<file path="config.mk">
export PLATFORM = sky130hd
export DESIGN_NAME = seg7_scan_decoder
export DESIGN_NICKNAME = d
export VERILOG_FILES = /design/src/rtl/seg7_scan_decoder.sv
export SDC_FILE = /design/constraint.sdc
export NUM_CORES = 1
export LEC_CHECK = 0
export ABC_AREA = 1
export CAP_MARGIN = 5
export CORE_AREA = 2 2 138 99
export DETAILED_ROUTE_END_ITERATION = 10
export DIE_AREA = 0 0 140 101
export PLACE_DENSITY = 0.52
export SYNTH_ARGS = -nofsm -noshare
export SYNTH_HDL_FRONTEND = slang
export SYNTH_SLANG_ARGS = --single-unit
</file>
<file path="constraint.sdc">
create_clock -name clk -period 2.44 [get_ports clk]
set_input_delay 0.366 -clock clk [delete_from_list [all_inputs] [get_ports clk]]
set_output_delay 0.366 -clock clk [all_outputs]
set_load 0.01 [all_outputs]
</file>
<file path="src/rtl/seg7_scan_decoder.sv">
// ---------------------------------------------------------------------------
// seg7_scan_decoder
//
// Receive side of the 7-segment display path. Samples a multiplexed display
// bus (one-hot digit select + 7 segment lines), waits for each digit's
// pattern to be stable for STABLE_CYCLES samples, decodes it back to BCD and
// assembles a frame of NUM_DIGITS digits. Completed frames are presented
// with a valid/ready handshake together with per-digit blank/error flags.
//
// Parameters:
//   NUM_DIGITS    - digits per frame (1..8)
//   STABLE_CYCLES - identical consecutive samples required before capture (>=1)
//
// Ports:
//   clk          in   rising-edge clock
//   rst_n        in   synchronous active-low reset
//   dig_sel      in   [NUM_DIGITS-1:0] one-hot digit select
//   seg_in       in   [6:0] segment lines, bit6=a ... bit0=g
//   frame_valid  out  a complete frame is held on the outputs
//   frame_ready  in   consumer accepts the frame when valid && ready
//   bcd_out      out  [4*NUM_DIGITS-1:0] digit i on bits [4i+3:4i]
//   blank_mask   out  [NUM_DIGITS-1:0] digit i was all-off (nibble = 0)
//   err_mask     out  [NUM_DIGITS-1:0] digit i was not decodable (nibble = F)
//   overrun      out  sticky: a completed frame was dropped under backpressure
//
// Build option:
//   SEG_ACTIVE_LOW_EN - when defined, dig_sel and seg_in are active low
//                       (common-anode panels) and are inverted right after
//                       the input register.
// ---------------------------------------------------------------------------
module seg7_scan_decoder #(
   parameter int NUM_DIGITS    = 4,
   parameter int STABLE_CYCLES = 8
) (
   input  logic                    clk,
   input  logic                    rst_n,
   input  logic [NUM_DIGITS-1:0]   dig_sel,
   input  logic [6:0]              seg_in,
   output logic                    frame_valid,
   input  logic                    frame_ready,
   output logic [4*NUM_DIGITS-1:0] bcd_out,
   output logic [NUM_DIGITS-1:0]   blank_mask,
   output logic [NUM_DIGITS-1:0]   err_mask,
   output logic                    overrun
);

   localparam int CNT_W = (STABLE_CYCLES < 2) ? 1 : $clog2(STABLE_CYCLES + 1);
   localparam logic [CNT_W-1:0] CNT_ONE    = CNT_W'(1);
   localparam logic [CNT_W-1:0] CNT_TARGET = CNT_W'(STABLE_CYCLES);

   localparam logic [1:0] S_SCAN    = 2'd0;
   localparam logic [1:0] S_SETTLE  = 2'd1;
   localparam logic [1:0] S_CAPTURE = 2'd2;
   localparam logic [1:0] S_HOLD    = 2'd3;

`ifdef SEG_ACTIVE_LOW_EN
   // Idle level of an active-low bus is all ones.
   localparam logic [NUM_DIGITS-1:0] SEL_IDLE = '1;
   localparam logic [6:0]            SEG_IDLE = '1;
`else
   localparam logic [NUM_DIGITS-1:0] SEL_IDLE = '0;
   localparam logic [6:0]            SEG_IDLE = '0;
`endif

   // ------------------------------------------------------------------
   // Input register and polarity normalisation
   // ------------------------------------------------------------------
   logic [NUM_DIGITS-1:0] sel_r;
   logic [6:0]            seg_r;
   logic [NUM_DIGITS-1:0] sel_v;
   logic [6:0]            seg_v;

   always_ff @(posedge clk) begin
      if (!rst_n) begin
         sel_r <= SEL_IDLE;
         seg_r <= SEG_IDLE;
      end else begin
         sel_r <= dig_sel;
         seg_r <= seg_in;
      end
   end

`ifdef SEG_ACTIVE_LOW_EN
   assign sel_v = ~sel_r;
   assign seg_v = ~seg_r;
`else
   assign sel_v = sel_r;
   assign seg_v = seg_r;
`endif

   // ------------------------------------------------------------------
   // Segment decode: returns {blank, err, bcd[3:0]}
   // ------------------------------------------------------------------
   function automatic logic [5:0] decode_seg(input logic [6:0] seg);
      logic [5:0] r;
      case (seg)
         7'h7E:   r = 6'b00_0000;
         7'h30:   r = 6'b00_0001;
         7'h6D:   r = 6'b00_0010;
         7'h79:   r = 6'b00_0011;
         7'h33:   r = 6'b00_0100;
         7'h5B:   r = 6'b00_0101;
         7'h5F:   r = 6'b00_0110;
         7'h70:   r = 6'b00_0111;
         7'h7F:   r = 6'b00_1000;
         7'h7B:   r = 6'b00_1001;
         7'h00:   r = 6'b10_0000;
         default: r = 6'b01_1111;
      endcase
      return r;
   endfunction

   // ------------------------------------------------------------------
   // Scan FSM state
   // ------------------------------------------------------------------
   logic [1:0]            state, state_n;
   logic [CNT_W-1:0]      cnt, cnt_n;
   logic [NUM_DIGITS-1:0] lat_sel, lat_sel_n;
   logic [6:0]            lat_seg, lat_seg_n;

   logic                  sel_one_hot;
   logic                  sample_same;

   assign sel_one_hot = ($countones(sel_v) == 1);
   assign sample_same = (sel_v == lat_sel) && (seg_v == lat_seg);

   always_comb begin
      state_n   = state;
      cnt_n     = cnt;
      lat_sel_n = lat_sel;
      lat_seg_n = lat_seg;
      case (state)
         S_SCAN: begin
            if (sel_one_hot) begin
               lat_sel_n = sel_v;
               lat_seg_n = seg_v;
               cnt_n     = CNT_ONE;
               // A single required sample means this sample is already stable.
               state_n   = (STABLE_CYCLES <= 1) ? S_CAPTURE : S_SETTLE;
            end else begin
               cnt_n = '0;
            end
         end
         S_SETTLE: begin
            if (sample_same) begin
               cnt_n = cnt + CNT_ONE;
               if (cnt_n == CNT_TARGET) state_n = S_CAPTURE;
            end else if (sel_one_hot) begin
               lat_sel_n = sel_v;
               lat_seg_n = seg_v;
               cnt_n     = CNT_ONE;
               state_n   = (STABLE_CYCLES <= 1) ? S_CAPTURE : S_SETTLE;
            end else begin
               cnt_n   = '0;
               state_n = S_SCAN;
            end
         end
         S_CAPTURE: begin
            state_n = S_HOLD;
         end
         default: begin
            // S_HOLD: one capture per dwell; leave once the select moves.
            if (sel_v != lat_sel) begin
               cnt_n   = '0;
               state_n = S_SCAN;
            end
         end
      endcase
   end

   always_ff @(posedge clk) begin
      if (!rst_n) begin
         state   <= S_SCAN;
         cnt     <= '0;
         lat_sel <= '0;
         lat_seg <= '0;
      end else begin
         state   <= state_n;
         cnt     <= cnt_n;
         lat_sel <= lat_sel_n;
         lat_seg <= lat_seg_n;
      end
   end

   // ------------------------------------------------------------------
   // Working frame assembly
   // ------------------------------------------------------------------
   logic [4*NUM_DIGITS-1:0] work_bcd,   work_bcd_upd;
   logic [NUM_DIGITS-1:0]   work_blank, work_blank_upd;
   logic [NUM_DIGITS-1:0]   work_err,   work_err_upd;
   logic [NUM_DIGITS-1:0]   captured,   captured_upd;
   logic [5:0]              dec;
   logic                    capture;
   logic                    complete;
   logic                    load_out;

   assign dec     = decode_seg(lat_seg);
   assign capture = (state == S_CAPTURE);

   // Working frame with the current capture merged in; the output copy
   // takes this merged view so the frame appears the cycle after CAPTURE.
   always_comb begin
      work_bcd_upd   = work_bcd;
      work_blank_upd = work_blank;
      work_err_upd   = work_err;
      captured_upd   = captured;
      for (int unsigned i = 0; i < NUM_DIGITS; i++) begin
         if (lat_sel[i]) begin
            work_bcd_upd[4*i +: 4] = dec[3:0];
            work_blank_upd[i]      = dec[5];
            work_err_upd[i]        = dec[4];
            captured_upd[i]        = 1'b1;
         end
      end
   end

   assign complete = capture && (&captured_upd);
   assign load_out = complete && (!frame_valid || frame_ready);

   always_ff @(posedge clk) begin
      if (!rst_n) begin
         work_bcd   <= '0;
         work_blank <= '0;
         work_err   <= '0;
         captured   <= '0;
      end else if (capture) begin
         work_bcd   <= work_bcd_upd;
         work_blank <= work_blank_upd;
         work_err   <= work_err_upd;
         captured   <= complete ? '0 : captured_upd;
      end
   end

   // ------------------------------------------------------------------
   // Output frame and handshake
   // ------------------------------------------------------------------
   always_ff @(posedge clk) begin
      if (!rst_n) begin
         frame_valid <= 1'b0;
         bcd_out     <= '0;
         blank_mask  <= '0;
         err_mask    <= '0;
         overrun     <= 1'b0;
      end else if (load_out) begin
         // Also covers completion in the same cycle as acceptance.
         frame_valid <= 1'b1;
         bcd_out     <= work_bcd_upd;
         blank_mask  <= work_blank_upd;
         err_mask    <= work_err_upd;
      end else begin
         if (complete) overrun <= 1'b1;
         if (frame_valid && frame_ready) frame_valid <= 1'b0;
      end
   end

endmodule

</file>
## Word-level counts from Yosys, hierarchy flattened

Index checks and enable logic that the tools add are counted.
W data, S select, Z words.

| operators by class | value |
|---|---|
| bitwise operators | 2 |
| reductions and logical operators | 17 |
| mux-type cells | 36 |
| eq/ne operators | 20 |
| $add $sub $neg | 4 |

Operators by type and width:

| kind | count |
|---|---|
| $pmux W6 S11 | 1 |
| $eq A7 B7 Y1 const B | 8 |
| $mux W4 | 9 |
| $mux W1 | 16 |
| $eq A7 B6 Y1 const B | 2 |
| $mux W7 | 2 |
| $pmux W7 S2 | 1 |
| $pmux W4 S3 | 1 |
| $mux W2 | 4 |
| $pmux W4 S2 | 1 |
| $eq A7 B7 Y1 | 1 |
| $logic_not A7 Y1 | 1 |
| $pmux W2 S3 | 1 |
| $reduce_and A2 Y1 | 3 |
| $add A1 B1 Y2 | 2 |
| $add A4 B1 Y4 const B | 1 |
| $eq A4 B4 Y1 | 1 |
| $eq A4 B4 Y1 const B | 1 |
| $logic_and A1 B1 Y1 | 4 |
| $ne A2 B2 Y1 const B | 2 |
| $ne A4 B4 Y1 | 1 |
| $reduce_and A4 Y1 | 1 |
| $reduce_bool A2 Y1 | 2 |
| $reduce_bool A4 Y1 | 1 |
| 11 further kinds | 12 |

| storage, ports and cells | value |
|---|---|
| register bits after elaboration | 82 |
| output and inout bits | 26 |

## Longest topological paths before layout

Gate-level depths: netlist of run 1.

| logic depth | value |
|---|---|
| depth after elaboration | 6 |
| gate-level depth with buffers | 14 |
| mapped depth without buffers | 13 |

## Worst setup path before layout of run 1

OpenSTA, ideal clock, no wires.

| timing | value |
|---|---|
| kind | register -> register |
| from | register sel_r[0] |
| to | register lat_seg[5] |
| path slack | 38 ps |
| required time | 2,328 ps |
| setup time | 112 ps |
| arrival time | 2,291 ps |
| cell stages (with the launch flop) | 13 |
| cell sequence | dfxtp_1 inv_1 fa_1 inv_1 ha_1 ha_1 nor3_1 inv_1 nor2_1 clkbuf_1 nand3_1 nand2_1 nor2_1 |

| between the ends | value |
|---|---|
| word-level cells in the longest chain between the ends | 6 |
| elaborated cells on any way between the ends | 10 |
| those cells by class | add/sub: 2; eq/ne: 3; mux: 3; reduce/logical: 2 |

RTL lines:

| element | line | RTL |
|---|---|---|
| start: declaration | 68 | `logic [NUM_DIGITS-1:0] sel_r;` |
| start signal: assignment | 78 | `sel_r <= dig_sel;` |
| $add A1 B1 Y2 (implied by the code) | 124 | `assign sel_one_hot = ($countones(sel_v) == 1);` |
| $add A2 B2 Y3 (implied by the code) | 124 |  |
| $eq A3 B1 Y1 | 124 |  |
| $mux W7 (2 in series) | - |  |
| $pmux W7 S2 | - |  |
| end signal: assignment | 181 | `lat_seg <= lat_seg_n;` |
| end: declaration | 119 | `logic [6:0] lat_seg, lat_seg_n;` |

Several ways; a longest one is shown, not always the timed one. The select of a mux whose other input is x is not followed.
A chain may end at the register's enable or synchronous reset.

## Final worst setup path of run 1

| timing | value |
|---|---|
| from | register sel_r[0] |
| to | register lat_seg[3] |

The elaborated chain is that of the path after synthesis.

==> results of run 1 <==
## flip-flops by register name, summed over array words and instances (netlist names)
register,flops
bcd_out,16
work_bcd,16
lat_seg,7
seg_r,7
blank_mask,4
captured,4
cnt,4
err_mask,4
lat_sel,4
sel_r,4
work_blank,4
work_err,4
state,2
frame_valid,1
overrun,1
## cell usage in the layout (no fill, tap or decap)
| cell | instances |
|---|---|
| sky130_fd_sc_hd__a21oi_1 | 69 |
| sky130_fd_sc_hd__o21a_1 | 1 |
| sky130_fd_sc_hd__nor3_2 | 1 |
| sky130_fd_sc_hd__clkinv_2 | 1 |
| sky130_fd_sc_hd__fa_1 | 1 |
| sky130_fd_sc_hd__ha_1 | 3 |
| sky130_fd_sc_hd__nand3_1 | 25 |
| sky130_fd_sc_hd__nand3_4 | 1 |
| sky130_fd_sc_hd__a211oi_1 | 1 |
| sky130_fd_sc_hd__inv_1 | 68 |
| sky130_fd_sc_hd__nand4_1 | 4 |
| sky130_fd_sc_hd__xnor2_1 | 2 |
| sky130_fd_sc_hd__nor2_4 | 3 |
| sky130_fd_sc_hd__buf_4 | 8 |
| sky130_fd_sc_hd__buf_12 | 1 |
| sky130_fd_sc_hd__o21ai_0 | 49 |
| sky130_fd_sc_hd__nand2_4 | 4 |
| sky130_fd_sc_hd__nand2_1 | 101 |
| sky130_fd_sc_hd__nand3b_1 | 1 |
| sky130_fd_sc_hd__inv_4 | 2 |
| sky130_fd_sc_hd__nor2_2 | 3 |
| sky130_fd_sc_hd__nor2b_4 | 1 |
| sky130_fd_sc_hd__clkinvlp_4 | 3 |
| sky130_fd_sc_hd__clkdlybuf4s50_1 | 38 |
| sky130_fd_sc_hd__inv_2 | 10 |
| sky130_fd_sc_hd__buf_2 | 1 |
| sky130_fd_sc_hd__xor2_1 | 1 |
| sky130_fd_sc_hd__nor3_1 | 3 |
| sky130_fd_sc_hd__clkbuf_16 | 9 |
| sky130_fd_sc_hd__bufinv_16 | 1 |
| sky130_fd_sc_hd__and3b_1 | 1 |
| sky130_fd_sc_hd__nor2_1 | 49 |
| sky130_fd_sc_hd__dfxtp_1 | 82 |
| sky130_fd_sc_hd__o21bai_1 | 16 |
| sky130_fd_sc_hd__a21oi_2 | 1 |
| sky130_fd_sc_hd__clkbuf_1 | 3 |
| sky130_fd_sc_hd__nand2_2 | 2 |
## what timing repair did
item | CTS | global route
cloned | 0 | 0
buffers inserted | 0 | 1
hold endpoints to repair | 0 | 0
pin swaps | 0 | 1
endpoints found under the setup margin | 11 | 14
gates resized for setup | 1 | 4
## worst min-delay path by stage
stage	startpoint	endpoint	slack, ps	depth (start not counted)
final	captured[1]	captured[1]	450	2
after detailed placement	captured[1]	captured[1]	440	2
after global placement	captured[2]	captured[2]	430	2
after global routing	captured[1]	captured[1]	480	2
after floorplan	captured[1]	captured[1]	430	2
after CTS	captured[1]	captured[1]	450	2
## power by group through the flow
stage / clock network [mW] / registers, mW / logic (mW)
finish: 1.35 / 1.45 / 0.676
global placement: 0 / 1.48 / 0.657
floorplan: 0 / 1.45 / 0.485
detailed placement: 0 / 1.48 / 0.665
global route: 1.45 / 1.46 / 0.756
CTS: 1.38 / 1.46 / 0.668
## layer usage
layer  wire (µm)  up-vias  track usage (%)
met3         476       10             3.80
met2        3900       74             20.3
met4         124        0             4.66
met5           0        -                0
li1            -     1754                -
met1        4930     1546             19.7
## cells in the mapped netlist (2+ instances only)
| library cell | instances |
|---|---|
| sky130_fd_sc_hd__nand2_1 | 101 |
| sky130_fd_sc_hd__dfxtp_1 | 82 |
| sky130_fd_sc_hd__a21oi_1 | 69 |
| sky130_fd_sc_hd__inv_1 | 69 |
| sky130_fd_sc_hd__nor2_1 | 50 |
| sky130_fd_sc_hd__o21ai_0 | 49 |
| sky130_fd_sc_hd__nand3_1 | 25 |
| sky130_fd_sc_hd__o21bai_1 | 16 |
| sky130_fd_sc_hd__inv_2 | 10 |
| sky130_fd_sc_hd__clkbuf_1 | 9 |
| sky130_fd_sc_hd__buf_2 | 4 |
| sky130_fd_sc_hd__buf_6 | 4 |
| sky130_fd_sc_hd__nand2_4 | 4 |
| sky130_fd_sc_hd__nand4_1 | 4 |
| sky130_fd_sc_hd__nor3_1 | 4 |
| sky130_fd_sc_hd__buf_4 | 3 |
| sky130_fd_sc_hd__ha_1 | 3 |
| sky130_fd_sc_hd__nor2_2 | 3 |
| sky130_fd_sc_hd__nand2_2 | 2 |
| sky130_fd_sc_hd__nor2_4 | 2 |
| sky130_fd_sc_hd__xnor2_1 | 2 |
## cells by family (layout without fill, tap and decap cells)
kind of cell,count (synthesis),count (layout)
AND/OR/NAND/NOR,199,199
AO/OA/AOI/OAI,137,137
flip-flops,82,82
adder cells (fa/ha/maj),4,4
XOR/XNOR,3,3
buffers and inverters,101,145
## cell type report
class / count / area share, %
multi-input combinational: 343 / 37.0
clock buffer: 12 / 5.11
inverter: 81 / 6.70
tap: 166 / 4.49
clock inverter: 4 / 1.14
timing repair buffer: 48 / 10.1
sequential: 82 / 35.5
## worst max-delay path, stage by stage, from the launching register on
cell	delay, ps
sky130_fd_sc_hd__dfxtp_1	330
sky130_fd_sc_hd__inv_1	90
sky130_fd_sc_hd__fa_1	530
sky130_fd_sc_hd__inv_1	40
sky130_fd_sc_hd__ha_1	170
sky130_fd_sc_hd__ha_1	280
sky130_fd_sc_hd__nor3_2	170
sky130_fd_sc_hd__inv_2	90
sky130_fd_sc_hd__nor2_4	100
sky130_fd_sc_hd__buf_4	160
sky130_fd_sc_hd__nand3_1	80
sky130_fd_sc_hd__nand2_1	70
sky130_fd_sc_hd__nor2_1	40
## metrics by stage
stage | cells | power (mW) | util, %
2_1_floorplan | 526 | 1.94 | -
3_3_place_gp | 719 | 2.14 | 33.4
3_5_place_dp | 719 | 2.15 | 33.4
4_1_cts | 735 | 3.50 | 35.7
5_1_grt | 736 | 3.67 | 35.8
6_report | 736 | 3.48 | 35.8
==> parameters.txt, run 1 <==
Parameter                              Value

Global route
  GRT Util Overall    13.9%
  Global-route wire length before repair    approximately 16000 µm
  Number of global-route vias before repair    just over 3000
  Congestion Overflow GR    0
  Pin count of the biggest net entering global routing    30
  Initial antenna violation count    0

Logic synthesis
  Per-instance average area after synthesis    7.17 µm²
  Mux contribution to synthesized area    0%
  Main combinational cell family by area after synthesis    simple AND/OR/NAND/NOR gates
  Commonest register cell after synthesis    sky130_fd_sc_hd__dfxtp_1
  Count of different cell masters after synthesis    32
  Yosys Warn Count    0
  #FFs+latches synth    82
  Syn_nets    544
  Synthesized-area fraction occupied by adder cells    under 10%
  Number of enable-type register cells in the synthesized netlist    0
  Netlist area before placement    3770 µm²
  Post-Synthesis Cells    526
  Compound-gate portion of the synthesized area    19.5%
  Top cell type by total area after synthesis    sky130_fd_sc_hd__dfxtp_1
  Synth top area share    43.5%
  Sequential share of the synthesized area    around 44%
  Fraction of synthesis flops using an asynchronous set or reset pin    0%
  Cell types occupying the most area after synthesis    sky130_fd_sc_hd__dfxtp_1 (44%), sky130_fd_sc_hd__nand2_1 (10%), sky130_fd_sc_hd__a21oi_1 (9.2%)
  Share of the synthesized netlist area taken by xor and xnor gates    less than 1%
  Synth Area in Simple Gates    23.4%

Route
  Number of nets with antenna violations after detailed routing    0
  Vias per inst    4.60
  Vias    3384
  Routed length per placed instance    12.8 µm
  1st-pass router iterations    7
  Number of DRC violations after detailed routing    0
  Total length of routed wires    9430 µm
  Initial DRC Count    275

STA
  Shortest period the worst path allows    2260 ps
  Fin Hold WS    449 ps
  Highest achievable clock rate    442 MHz
  Number of slew-limit violations in the final report    0
  Worst-Margin Slew    781 ps
  Final setup violation count    0
  Max-slew headroom at the worst pin    47.9%
  Slack of the critical path    179 ps
  Setup repair after global routing missed its margin    yes
  Maximum clock skew at final layout    6.00 ps
  Period Utilization, post-route    92.7%
  Final total negative setup slack    0 ps
  Final hold violation count    0

Critical path
  R2r startpoint    sel_r[0]
  Kind of capture point of the worst setup path    flop
  Crit path required time    2680 ps
  CP arrival    2500 ps
  CP startpoint    sel_r[0]
  Setup crit start kind    flop
  R2R Path End    lat_seg[3]
  Worst R2R Setup Slack    about 180 ps
  Capture point of the worst path    lat_seg[3]
  Crit Path Class    flop to flop
  R2R cell count    12
  Worst Path Max Fanout    7

Floorplan
  Core area    12900 µm²
  Die footprint    14100 µm²
  Die outline height    101 µm
  Top-level port count    40
  Initial standard-cell utilization of the core    between 20% and 30%
  Width of the die    140 µm
  Number of placement rows    35

Placed design
  Post-detailed-placement half-perimeter wirelength    6530 µm
  Standard cell area after detailed placement    roughly 4300 µm²
  Pre-CTS setup slack    -28.7 ps
  I/O Buffers    39
  Final estimated routing congestion in global placement    about 0.9

Cells and area
  Post-route cell area    between 4000 and 5000 µm²
  Fillers    1344
  Share of final-layout standard cells stronger than drive strength 1    roughly 9.1%
  Diodes inserted    0
  Relative area change from synthesis to final layout    22.7%
  Sequential cell area in the final layout    1640 µm²
  Area of the multi-input gates    about 1700 µm²
  Count of nets after finishing    between 500 and 600

Power
  Clock power frac    ~39%
  Power per Cell Area    751 nW/µm²
  Proportion of total power due to net switching    31.2%
  Static leakage    2.08 nW
  Fraction of power consumed by combinational cells    19.4%
  Part of the total power dissipated in sequential elements    41.9%
  Total internal power    2.39 mW
  Worst VDD drop    just over 0.4 mV
  Psw    1.08 mW

CTS
  H-tree depth    3
  Register clock-pin slew on the reported worst setup and hold paths    60 ps
  Root Buffer    sky130_fd_sc_hd__clkbuf_16
  Count of hold buffers inserted by post-cts repair    0
  Number of buffers on the longest clock path    2
  Num CTS Buffers    9
  Worst skew pair latency    340 ps
  TritonCTS sink count    82
  TritonCTS clock tree    done

Job
  Max-capacitance violation count    0

Outcome
  Run status    completed

Min path
  Worst hold path class    flop to flop
(Power assumes the default switching activity.)
==> run 2: changes to the inputs <==
--- a/config.mk
+++ b/config.mk
@@ -6,7 +6,7 @@
 export NUM_CORES = 1
 export LEC_CHECK = 0
 export ABC_AREA = 1
-export CAP_MARGIN = 5
+export ABC_CLOCK_PERIOD_IN_PS = 2440
 export CORE_AREA = 2 2 138 99
 export DETAILED_ROUTE_END_ITERATION = 10
 export DIE_AREA = 0 0 140 101
==> results of run 2 <==
Final layout, timing and power as in run 1 (identical DEF).
==> run 3: changes to the inputs <==
--- a/config.mk
+++ b/config.mk
@@ -8,8 +8,10 @@
 export ABC_AREA = 1
 export ABC_CLOCK_PERIOD_IN_PS = 2440
 export CORE_AREA = 2 2 138 99
+export CTS_CLUSTER_SIZE = 25
 export DETAILED_ROUTE_END_ITERATION = 10
 export DIE_AREA = 0 0 140 101
+export MAX_ROUTING_LAYER = met4
 export PLACE_DENSITY = 0.52
 export SYNTH_ARGS = -nofsm -noshare
 export SYNTH_HDL_FRONTEND = slang
==> run 3 against run 2 <==
Against the previous run:
- worst setup slack worse by 3.5 ps
- wire length is 0.45% lower
- register-to-register slack hardly changed
- clock skew is 2.1 ps higher
- cell area stayed put
- largest power group unchanged
- highest routed layer unchanged
==> parameters.txt, run 3 (synthesized netlist as in run 1, its figures left out) <==
Parameter                              Value

Outcome
  Run status    completed

Critical path
  Kind of capture point of the worst setup path    flop
  List of cells traversed by the critical path    inv_1 -> fa_1 -> inv_1 -> ha_1 -> ha_1 -> nor3_2 -> inv_2 -> nor2_4 -> buf_4 -> nand3_1 -> nand2_1 -> nor2_1
  Highest-delay cell along the critical path    sky130_fd_sc_hd__fa_1
  Crit Path Class    flop to flop
  Worst Path Max Fanout    7
  Setup crit start kind    flop
  CP peak stage delay    530 ps
  Crit path required time    2670 ps
  CP arrival    ~2500 ps

Route
  Routed length per placed instance    12.8 µm
  Number of DRC violations after detailed routing    0
  Number of nets with antenna violations after detailed routing    0
  Total length of routed wires    9390 µm
  Initial DRC Count    between 200 and 300
  Vias    3371
  Vias per inst    between 4 and 5
  1st-pass router iterations    6

STA
  Highest achievable clock rate    442 MHz
  Max-slew headroom at the worst pin    ~47%
  Fin Hold WS    approximately 450 ps
  Setup repair after global routing missed its margin    yes
  Worst-Margin Slew    799 ps
  Period Utilization, post-route    92.8%
  Shortest period the worst path allows    2260 ps
  Number of slew-limit violations in the final report    0
  Final hold violation count    0
  Final total negative setup slack    0 ps
  Slack of the critical path    175 ps
  Maximum clock skew at final layout    around 8.1 ps
  Final setup violation count    0

CTS
  H-tree depth    3
  Num CTS Buffers    9
  TritonCTS sink count    between 80 and 90
  Worst skew pair latency    340 ps
  Register clock-pin slew on the reported worst setup and hold paths    60 ps
  Root Buffer    sky130_fd_sc_hd__clkbuf_16
  Number of buffers on the longest clock path    2
  TritonCTS clock tree    done
  Count of hold buffers inserted by post-cts repair    0

Power
  Power per Cell Area    751 nW/µm²
  Part of the total power dissipated in sequential elements    41.9%
  Proportion of total power due to net switching    31.1%
  Total internal power    ~2.4 mW
  Design Power    3.47 mW
  Clock power frac    between 30% and 40%
  Static leakage    between 2 and 2.5 nW
  Worst VDD drop    0.398 mV
  Fraction of power consumed by combinational cells    19.5%
  Psw    roughly 1.1 mW

Cells and area
  Relative area change from synthesis to final layout    22.7%
  Share of final-layout standard cells stronger than drive strength 1    under 10%
  Layout Utilization    35.8%
  Most common cell after layout, fill and taps aside    sky130_fd_sc_hd__nand2_1
  Count of nets after finishing    583
  Diodes inserted    0
  Registers with the most flip-flops    bcd_out: 16 flops, work_bcd: 16 flops
  Top library cells by usage in the layout, fill and taps aside    sky130_fd_sc_hd__nand2_1 (101), sky130_fd_sc_hd__dfxtp_1 (82), sky130_fd_sc_hd__a21oi_1 (69)

Floorplan
  Width of the die    140 µm
  Initial standard-cell utilization of the core    29.2%
  Number of placement rows    35
  Die footprint    14100 µm²
  Top-level port count    40
  Die outline height    101 µm
  Core area    12900 µm²

Placed design
  Post-detailed-placement half-perimeter wirelength    6530 µm
  I/O Buffers    39
  Final estimated routing congestion in global placement    0.889
  Pre-CTS setup slack    -28.7 ps

Global route
  Congestion Overflow GR    0
  Pin count of the biggest net entering global routing    30
  GRT Util Overall    14.3%
  Number of global-route vias before repair    3081
  Initial antenna violation count    0
  Global-route wire length before repair    15500 µm

Job
  Max-capacitance violation count    0

Min path
  Worst hold path class    flop to flop
[run 3: path summary, 6_finish.rpt]
kind | start | end | slack (ps) | depth (start not counted)
setup / recovery | sel_r[0] | lat_seg[3] | 180 | 12
hold / removal | captured[1] | captured[1] | 450 | 2
setup reg to reg | sel_r[0] | lat_seg[3] | 180 | 12
hold reg to reg | captured[1] | captured[1] | 450 | 2
[run 3: routing by layer]
layer | vias up | global-route usage, % | share of wire (%)
li1 | 1757 | - | -
met2 | 69 | 20.4 | 41
met3 | 9 | 3.18 | 4.8
met1 | 1536 | 19.7 | 53
met5 | - | - | 0
met4 | 0 | 5.36 | 1.2
[run 3: repair_timing]
item | 4_1_cts | 5_1_grt
resized for setup | 1 | 4
gates cloned | 0 | 0
setup endpoints to repair | 11 | 14
buffers inserted | 0 | 1
pin swaps | 0 | 1
[run 3: layout make-up]
cell class | count | area, µm²
clock buffer | 12 | 236
clock inverter | 4 | 52.6
fill | 1344 | 8290
inverter | 81 | 310
multi-input combinational | 343 | 1710
sequential | 82 | 1640
tap | 166 | 208
timing repair buffer | 48 | 465
[run 3: critical path, delay by kind of cell, from the launching register on]
family	cells	cell delay (ps)
DFF	1	330
adders and majority gates	3	980
buffers and inverters	4	380
and+or+nand+nor	5	460
[run 3: per-stage QoR]
step,instances,instance area [µm²]
final,736,4630
after global routing,736,4630
after CTS,735,4610
after detailed placement,719,4320
after global placement,719,4320
after floorplan,526,3770
[run 3: power by group through the flow]
stage	sequential (mW)	combinational, mW	clock (mW)
after floorplan	1.45	0.485	0
after global placement	1.48	0.657	0
after detailed placement	1.48	0.665	0
after CTS	1.46	0.668	1.38
after global routing	1.46	0.756	1.45
final	1.45	0.679	1.34
